File: src/rtl/sprite_plotter.sv
// -----------------------------------------------------------------------------
// sprite_plotter
//
// Rectangle-sprite plotter feeding the pixel-write port of a VGA adapter.
// A start request latches a new position, colour and hide flag. The plotter
// first erases the rectangle it drew last time, using the background colour,
// and only if that rectangle is still on screen. It then draws the sprite at
// the new position, one pixel per clock, unless the request was a hide.
// Pixels whose coordinate falls past the visible area are suppressed, but the
// scan still spends the cycle, so every pass has a fixed length.
//
// Ports
//   clk_i         system clock, all state changes on the rising edge
//   reset_i       asynchronous active-high reset
//   start_i       request strobe, sampled only while idle
//   hide_i        sampled with start_i: 1 = erase only
//   new_x_i       top-left x of the new position
//   new_y_i       top-left y of the new position
//   colour_i      sprite colour, sampled with start_i
//   busy_o        high while a request is in progress
//   done_o        one-cycle pulse in the final cycle of a request
//   x_o, y_o      pixel coordinate to the adapter
//   vga_colour_o  pixel colour to the adapter
//   plot_o        pixel write strobe to the adapter
// -----------------------------------------------------------------------------
module sprite_plotter #(
    parameter int          X_W       = 8,
    parameter int          Y_W       = 7,
    parameter int          SPR_W     = 4,
    parameter int          SPR_H     = 4,
    parameter int          X_MAX     = 159,
    parameter int          Y_MAX     = 119,
    parameter logic [2:0]  BG_COLOUR = 3'b000
) (
    input  logic            clk_i,
    input  logic            reset_i,
    input  logic            start_i,
    input  logic            hide_i,
    input  logic [X_W-1:0]  new_x_i,
    input  logic [Y_W-1:0]  new_y_i,
    input  logic [2:0]      colour_i,
    output logic            busy_o,
    output logic            done_o,
    output logic [X_W-1:0]  x_o,
    output logic [Y_W-1:0]  y_o,
    output logic [2:0]      vga_colour_o,
    output logic            plot_o
);

    // Counter widths. A one-pixel dimension still gets a one-bit counter.
    localparam int CW = (SPR_W > 1) ? $clog2(SPR_W) : 1;
    localparam int RW = (SPR_H > 1) ? $clog2(SPR_H) : 1;

    localparam logic [CW-1:0] COL_LAST = CW'(SPR_W - 1);
    localparam logic [RW-1:0] ROW_LAST = RW'(SPR_H - 1);
    localparam logic [X_W:0]  X_LIM    = (X_W + 1)'(X_MAX);
    localparam logic [Y_W:0]  Y_LIM    = (Y_W + 1)'(Y_MAX);

    typedef enum logic [1:0] {
        S_IDLE  = 2'd0,
        S_ERASE = 2'd1,
        S_DRAW  = 2'd2,
        S_DONE  = 2'd3
    } state_e;

    state_e          state_q, state_d;
    logic [X_W-1:0]  old_x_q, old_x_d;
    logic [Y_W-1:0]  old_y_q, old_y_d;
    logic            shown_q, shown_d;
    logic [X_W-1:0]  req_x_q, req_x_d;
    logic [Y_W-1:0]  req_y_q, req_y_d;
    logic [2:0]      req_col_q, req_col_d;
    logic            req_hide_q, req_hide_d;
    logic [CW-1:0]   col_q, col_d;
    logic [RW-1:0]   row_q, row_d;

    logic            last_col_s;
    logic            last_px_s;
    logic [X_W-1:0]  base_x_s;
    logic [Y_W-1:0]  base_y_s;
    logic [X_W:0]    sum_x_s;
    logic [Y_W:0]    sum_y_s;

    assign last_col_s = (col_q == COL_LAST);
    assign last_px_s  = last_col_s && (row_q == ROW_LAST);

    // State and datapath registers with asynchronous reset.
    always_ff @(posedge clk_i or posedge reset_i) begin
        if (reset_i) begin
            state_q    <= S_IDLE;
            old_x_q    <= '0;
            old_y_q    <= '0;
            shown_q    <= 1'b0;
            req_x_q    <= '0;
            req_y_q    <= '0;
            req_col_q  <= 3'b000;
            req_hide_q <= 1'b0;
            col_q      <= '0;
            row_q      <= '0;
        end else begin
            state_q    <= state_d;
            old_x_q    <= old_x_d;
            old_y_q    <= old_y_d;
            shown_q    <= shown_d;
            req_x_q    <= req_x_d;
            req_y_q    <= req_y_d;
            req_col_q  <= req_col_d;
            req_hide_q <= req_hide_d;
            col_q      <= col_d;
            row_q      <= row_d;
        end
    end

    // Next-state logic: request capture, scan counters and bookkeeping of
    // which rectangle is currently on screen.
    always_comb begin
        state_d    = state_q;
        old_x_d    = old_x_q;
        old_y_d    = old_y_q;
        shown_d    = shown_q;
        req_x_d    = req_x_q;
        req_y_d    = req_y_q;
        req_col_d  = req_col_q;
        req_hide_d = req_hide_q;
        col_d      = col_q;
        row_d      = row_q;

        case (state_q)
            S_IDLE: begin
                if (start_i) begin
                    req_x_d    = new_x_i;
                    req_y_d    = new_y_i;
                    req_col_d  = colour_i;
                    req_hide_d = hide_i;
                    col_d      = '0;
                    row_d      = '0;
                    if (shown_q) begin
                        state_d = S_ERASE;
                    end else if (!hide_i) begin
                        state_d = S_DRAW;
                    end else begin
                        state_d = S_DONE;
                    end
                end else begin
                    state_d = S_IDLE;
                end
            end

            S_ERASE, S_DRAW: begin
                // Row-major scan: col runs fastest, both wrap after the last pixel.
                if (last_px_s) begin
                    col_d = '0;
                    row_d = '0;
                    if ((state_q == S_ERASE) && !req_hide_q) begin
                        state_d = S_DRAW;
                    end else begin
                        state_d = S_DONE;
                    end
                end else if (last_col_s) begin
                    col_d = '0;
                    row_d = row_q + RW'(1);
                end else begin
                    col_d = col_q + CW'(1);
                end
            end

            S_DONE: begin
                // A hide leaves nothing on screen; a draw becomes the next erase target.
                if (req_hide_q) begin
                    shown_d = 1'b0;
                end else begin
                    shown_d = 1'b1;
                    old_x_d = req_x_q;
                    old_y_d = req_y_q;
                end
                state_d = S_IDLE;
            end

            default: begin
                state_d = S_IDLE;
            end
        endcase
    end

    // Pixel decode from registered state. Sums carry one extra bit so that
    // coordinates past the screen edge are detected rather than wrapped.
    always_comb begin
        base_x_s     = req_x_q;
        base_y_s     = req_y_q;
        vga_colour_o = 3'b000;
        case (state_q)
            S_ERASE: begin
                base_x_s     = old_x_q;
                base_y_s     = old_y_q;
                vga_colour_o = BG_COLOUR;
            end
            S_DRAW: begin
                vga_colour_o = req_col_q;
            end
            default: begin
                vga_colour_o = 3'b000;
            end
        endcase

        sum_x_s = {1'b0, base_x_s} + (X_W + 1)'(col_q);
        sum_y_s = {1'b0, base_y_s} + (Y_W + 1)'(row_q);

        if ((state_q == S_ERASE) || (state_q == S_DRAW)) begin
            x_o    = sum_x_s[X_W-1:0];
            y_o    = sum_y_s[Y_W-1:0];
            plot_o = (sum_x_s <= X_LIM) && (sum_y_s <= Y_LIM);
        end else begin
            x_o    = '0;
            y_o    = '0;
            plot_o = 1'b0;
        end

        busy_o = (state_q != S_IDLE);
        done_o = (state_q == S_DONE);
    end

endmodule

File: config.mk
export PLATFORM = sky130hd
export DESIGN_NAME = sprite_plotter
export DESIGN_NICKNAME = d
export VERILOG_FILES = /design/src/rtl/sprite_plotter.sv
export SDC_FILE = /design/constraint.sdc
export NUM_CORES = 1
export LEC_CHECK = 0
export ABC_AREA = 1
export ABC_CLOCK_PERIOD_IN_PS = 2400
export BUFFER_PORTS_ARGS = -buffer_cell sky130_fd_sc_hd__buf_2
export CAP_MARGIN = 20
export CORE_MARGIN = 4
export CORE_UTILIZATION = 50
export DETAILED_ROUTE_END_ITERATION = 16
export HOLD_SLACK_MARGIN = 0.06
export PLACE_DENSITY = 0.81
export SKIP_LAST_GASP = 1
export SLEW_MARGIN = 20
export SYNTH_ARGS = -nofsm -noshare
export SYNTH_HDL_FRONTEND = slang
export SYNTH_SLANG_ARGS = --single-unit
File: constraint.sdc
create_clock -name clk_i -period 2.4 [get_ports clk_i]
set_input_delay 0 -clock clk_i [delete_from_list [all_inputs] [get_ports clk_i]]
set_output_delay 0 -clock clk_i [all_outputs]
set_load 0.1 [all_outputs]
==> results of run 1 <==
repair_timing:
action	4_1_cts	5_1_grt
resized for setup	7	18
pin swaps	7	13
hold endpoints to repair	60	0
hold buffers	20	0
endpoints found under the setup margin	7	10
setup buffers	14	7
cell families (layout without fill, tap and decap cells):
| group | after synthesis | count (layout) | share of synthesized area (%) |
|---|---|---|---|
| and+or+nand+nor | 173 | 173 | 28.2 |
| buffers and inverters | 66 | 154 | 10.4 |
| AOI/OAI and AO/OA | 57 | 57 | 12.0 |
| DFF | 41 | 41 | 41.9 |
| adders and majority gates | 13 | 13 | 7.25 |
| xor gates and xnor gates | 1 | 1 | 0.357 |
path summary, 6_finish.rpt:
kind	from	endpoint	slack (ns)
setup / recovery	state_q[1]$_DFFE_PP0P_	plot_o	-0.18
hold / removal	start_i	req_col_q[1]$_DFFE_PP0P_	0.09
setup reg to reg	state_q[1]$_DFFE_PP0P_	row_q[0]$_DFFE_PP0P_	0.29
hold reg to reg	req_col_q[0]$_DFFE_PP0P_	req_col_q[0]$_DFFE_PP0P_	0.49
max in group asynchronous	reset_i	req_x_q[5]$_DFFE_PP0P_	1.66
min in group asynchronous	reset_i	row_q[0]$_DFFE_PP0P_	0.36
critical path, delay by kind of cell, from the launching register on:
family	cells	cell delay, ns
AOI/OAI and AO/OA	1	0.22
adders and majority gates	3	0.78
buffers and inverters	3	0.32
DFF	1	0.39
and+or+nand+nor	7	0.57
registers in the layout (all words and copies together), names as in the netlist:
register and flops:
old_x_q 8, req_x_q 8, old_y_q 7, req_y_q 7
req_col_q 3, col_q 2, row_q 2, state_q 2
req_hide_q 1, shown_q 1
area by class of cell:
class	instances	area [sq um]
timing repair buffer	92	850
sequential	41	1030
clock inverter	2	10.0
inverter	54	208
clock buffer	6	72.6
fill	309	1130
tap	67	83.8
multi-input combinational	244	1350
routing by layer:
metal  share of wire (%)  track usage [%]  up-vias
li1                    -                -     1255
met4                 2.0             8.39        0
met5                   0                0        -
met3                 6.3             4.70       15
met1                  42             26.7     1174
met2                  50             38.9       88
per-stage QoR:
step                      cell area (sq um)  hold slack [ns]  setup WS (ns)  TNS (ns)  instances
after floorplan                        2580            0.110        -0.0706    -0.147        351
after global placement                 3100            0.144          0.148         0        457
after detailed placement               3100            0.152         0.0453         0        457
after CTS                              3490           0.0683         -0.146    -0.445        499
after global routing                   3590            0.105         -0.285     -1.32        506
final                                  3590           0.0907         -0.178    -0.659        506
layout by cell type (no fill, tap or decap), drive strengths merged:
master,Yosys,layout
clkbuf,9,6
nor3,2,2
dfrtp,41,41
dlygate4sd3,0,20
xor2,1,1
fa,2,2
nor2,31,31
o22ai,1,1
o21bai,1,1
nand2,125,125
inv,53,53
nand3,13,13
a21oi,5,5
clkinv,1,3
ha,11,11
a31oi,1,1
buf,3,72
o21ai,49,49
nand4,2,2
synthesized netlist by cell type:
cell type	number	share of area (%)
clkbuf_1	9	1.4
inv_1	50	7.7
ha_1	11	5.6
nand2_2	3	0.77
nor3_1	2	0.41
o21ai_2	1	0.36
xor2_1	1	0.36
nor2_1	27	4.1
o21ai_1	4	0.82
o21bai_1	1	0.31
clkinv_1	1	0.15
a31oi_1	1	0.26
nand4_1	2	0.51
inv_2	3	0.46
nand2_1	122	19
fa_1	2	1.6
o22ai_1	1	0.26
a21oi_1	5	1.0
buf_2	2	0.41
dfrtp_1	41	42
nand3_1	13	2.7
o21ai_0	44	9.0
nor2_2	4	1.0
buf_4	1	0.31
==> flow_summary.json, run 1 <==
{
  "outcome": "complete, but fails checks",
  "violations": "negative setup slack",
  "ys_seq_elements": 41,
  "critPathKind": "flip-flop to primary output",
  "ant_nets": 0,
  "yosysSeqAreaShare_pct": 41.9,
  "area_growth_pct": 46.7,
  "vias": 2532,
  "cts.sinks": 41,
  "finalSetupViolCount": 6,
  "worstPathArrival_ns": 2.58,
  "synth.lib_cells_used.distinct": 24,
  "fmax_ghz": 0.388,
  "path_cells": "inv_2, ha_4, o21ai_0, ha_2, inv_1, fa_2, nor2_2, nand3_1, nand2_1, nor2_1, nand2_1, nand2_2, nor2_4, buf_12",
  "start_util_pct": 51.9,
  "numCtsBuffers": 5,
  "relSlewSlack_pct": 65.6,
  "cp_common_cell": "nand2_1",
  "final_util_pct": 76.1,
  "coreArea_sq_um": 4720,
  "hold_path_class": "primary input to flip-flop",
  "n_antenna_cell": 0,
  "dieWidth_um": 78.0,
  "rsz0062_at_grt": "yes",
  "grt_overflow_total": 0,
  "layout-drive-gt1-share_pct": 29.6,
  "hold_depth": 4,
  "start_kind": "flip-flop",
  "path_max_fanout": 7,
  "worst_pin_slew_ns": 0.516,
  "grt_pass1_vias": 2537,
  "clock_skew_ns": 0.0105,
  "maxCapViolations": 0,
  "portBuffers": 42,
  "layout_setup_ws_ns": -0.178,
  "cts-root-buf": "clkbuf_8",
  "row_count": 25,
  "synth_warnings": 0,
  "timing.final.crit_share_pct": 107,
  "die_h_um": 78.0,
  "required_ns": 2.40,
  "pin_count": 43,
  "rr_worst_depth": 10,
  "nets": 473,
  "insertion_delay_ns": 0.29,
  "cp_slowest_stage_delay_ns": 0.39,
  "syn_inst": 351,
  "wl_per_cell_um": 12.8,
  "cts_buffer_depth": 2,
  "synth_area_sq_um": 2450,
  "antenna_found_initial": 0,
  "syn_avg_cell_area_sq_um": 6.98,
  "drt_iter0_markers": 134,
  "grt_usage_pct": 22.2,
  "crit_slowest_cell": "dfrtp_1",
  "report.final.slew_viol_count": 0,
  "dp_hpwl_um": 4150,
  "drt_wl_total_um": 6480,
  "crit_path_end_kind": "primary output",
  "dieArea_sq_um": 6090,
  "viasPerCell": 5.00,
  "route.detailed.drc": 0,
  "finalCriticalPeriod_ns": 2.58,
  "h-tree-depth": 2,
  "grt_pass1_wl_um": 10900,
  "gp_congestion": 0.904,
  "hold_viol": 0,
  "cts_tree": "done",
  "grt_max_degree": 42,
  "drt-pass1-iter-count": 5,
  "syn_nets": 386,
  "clk_pin_slew_ns": 0.08
}
Power of run 1 is not shown: default switching activity piles up to over one toggle a cycle in this logic, so the estimate is an artifact.
==> run 2, diff against run 1 <==
Settings changed: CORE_UTILIZATION 50 to 44, PLACE_DENSITY 0.81 to 0.74, REMOVE_ABC_BUFFERS from default to 1.
==> run 2 against run 1 <==
The flow still finishes with violations (negative setup slack). Worst setup slack better by 0.019 ns. First-iteration DRC count grew 19%. Register-to-register slack got worse by 0.18 ns. Core utilization shrank 7.7 points. Maximum frequency increased by 0.74%. Cell count increased by 0.40%. Sequential share of layout area increased by 0.090 points. Critical path depth is 1 higher. Largest cell class unchanged.
==> flow_summary.json, run 2 (synthesis results as in run 1) <==
{
  "outcome": "complete, but fails checks",
  "violations": "negative setup slack",
  "worst_pin_slew_ns": 0.619,
  "start_util_pct": 46.8,
  "portBuffers": 42,
  "viasPerCell": 4.79,
  "drt-pass1-iter-count": 4,
  "grt_pass1_vias": 2417,
  "final_common_cell": "nand2_1",
  "numCtsBuffers": 5,
  "vias": 2432,
  "antenna_found_initial": 0,
  "rr_worst_depth": 11,
  "layout-drive-gt1-share_pct": 28.3,
  "setup_tns_ns": -0.478,
  "hold_path_class": "primary input to flip-flop",
  "relSlewSlack_pct": 58.7,
  "worstPathArrival_ns": 2.56,
  "n_antenna_cell": 0,
  "dieArea_sq_um": 6830,
  "crit_path_end_kind": "primary output",
  "report.final.slew_viol_count": 0,
  "cts_buffer_depth": 2,
  "clk_pin_slew_ns": 0.08,
  "maxCapViolations": 0,
  "hold_viol": 0,
  "fmax_ghz": 0.391,
  "row_count": 26,
  "drt_wl_total_um": 6170,
  "required_ns": 2.40,
  "crit_slowest_cell": "dfrtp_1",
  "finalCriticalPeriod_ns": 2.56,
  "dpl_worst_slack_ns": -0.0615,
  "dieWidth_um": 82.6,
  "clock_skew_ns": 0.00464,
  "path_cells": "inv_2, ha_4, nand2_2, o21ai_2, ha_2, inv_2, fa_2, nor2_2, nand3_1, nand2_2, nor2_1, nand2_1, nand2_1, nor2_2, buf_12",
  "wl_per_cell_um": 12.1,
  "area_growth_pct": 46.2,
  "grt_pass1_wl_um": 10500,
  "finalSetupViolCount": 6,
  "design_area_sq_um": 3580,
  "cts.sinks": 41,
  "coreArea_sq_um": 5240,
  "crit_path_end": "plot_o",
  "start_kind": "flip-flop",
  "die_h_um": 82.6,
  "grt_overflow_total": 0,
  "grt_usage_pct": 20.0,
  "critPathKind": "flip-flop to primary output",
  "path_max_fanout": 7,
  "layout_setup_ws_ns": -0.159,
  "pin_count": 43,
  "route.detailed.drc": 0,
  "grt_max_degree": 42,
  "drt_iter0_markers": 159,
  "gp_congestion": 0.881,
  "insertion_delay_ns": 0.30,
  "cts_tree": "done",
  "cts-root-buf": "clkbuf_8",
  "h-tree-depth": 2,
  "reg_top3": "old_x_q (8), req_x_q (8)",
  "r2r_setup_slack_ns": 0.11,
  "rsz0062_at_grt": "yes",
  "cp_slowest_stage_delay_ns": 0.39,
  "regToRegEndpoint": "req_col_q[1]$_DFFE_PP0P_",
  "placed_area_sq_um": 3080,
  "cp-startpoint": "state_q[1]$_DFFE_PP0P_",
  "layout_common_cells": "nand2_1, inv_1, dfrtp_1",
  "ant_nets": 0,
  "dp_hpwl_um": 4070,
  "timing.final.crit_share_pct": 107,
  "nets": 472,
  "r2r-start": "state_q[1]$_DFFE_PP0P_"
}
==> run 2: changes by cell type in the layout (fill, tap and decap cells not counted), moves of 2 or more <==
cell,previous run,this run
buf_4,29,24
a21oi_1,1,5
a21oi_2,3,0
dlygate4sd3_1,20,23
inv_2,5,8
nor2_4,6,3
buf_12,14,16
buf_2,28,26
inv_4,2,0
nand2_2,11,13
nor2_2,9,11
nor3_4,2,0
==> run 2: timing repair <==
item / 4_1_cts / 5_1_grt
hold endpoints to repair: 60 / 0
pin swaps: 6 / 18
resized for setup: 21 / 28
setup buffers: 3 / 4
endpoints found under the setup margin: 12 / 11
hold buffers: 23 / 0
==> run 2: metrics by stage <==
| step | hold slack (ns) | utilization (%) | std cells |
|---|---|---|---|
| after floorplan | 0.110 | - | 339 |
| after global placement | 0.150 | 58.8 | 470 |
| after detailed placement | 0.159 | 58.8 | 470 |
| after CTS | 0.102 | 66.1 | 504 |
| after global routing | 0.150 | 68.4 | 508 |
| final | 0.103 | 68.4 | 508 |
==> run 2: critical path: cells and delay by family (launching register included) <==
family          cells  cell delay (ns)
flops               1             0.39
compound gates      1             0.05
fa+ha+maj           3             0.77
buf+inv             3             0.31
simple gates        8             0.72
==> run 2: layout make-up <==
type / count / area (sq um)
Clock buffer: 6 / 72.6
Clock inverter: 2 / 10.0
Fill cell: 413 / 1650
Inverter: 54 / 203
Multi-Input combinational cell: 244 / 1300
Sequential cell: 41 / 1030
Tap cell: 70 / 87.6
Timing Repair Buffer: 91 / 883
==> run 2: worst min-delay path by stage <==
stage | from | slack, ns | endpoint | cells past startpoint
final | start_i | 0.10 | state_q[0]$_DFFE_PP0P_ | 4
after global routing | start_i | 0.15 | state_q[0]$_DFFE_PP0P_ | 4
after CTS | start_i | 0.10 | state_q[0]$_DFFE_PP0P_ | 4
after detailed placement | reset_i | 0.16 | req_x_q[1]$_DFFE_PP0P_ | 3
after global placement | reset_i | 0.15 | req_x_q[1]$_DFFE_PP0P_ | 3
after floorplan | colour_i[0] | 0.11 | req_col_q[0]$_DFFE_PP0P_ | 2
==> run 2: layer usage <==
| metal | vias to the layer above | track usage, % | share of wire (%) |
|---|---|---|---|
| met5 | - | 0 | 0 |
| met1 | 1127 | 25.0 | 43 |
| met4 | 0 | 8.01 | 1.1 |
| met2 | 52 | 33.1 | 51 |
| met3 | 7 | 4.77 | 5.1 |
| li1 | 1246 | - | - |
Power of run 2 is left out for the same reason.
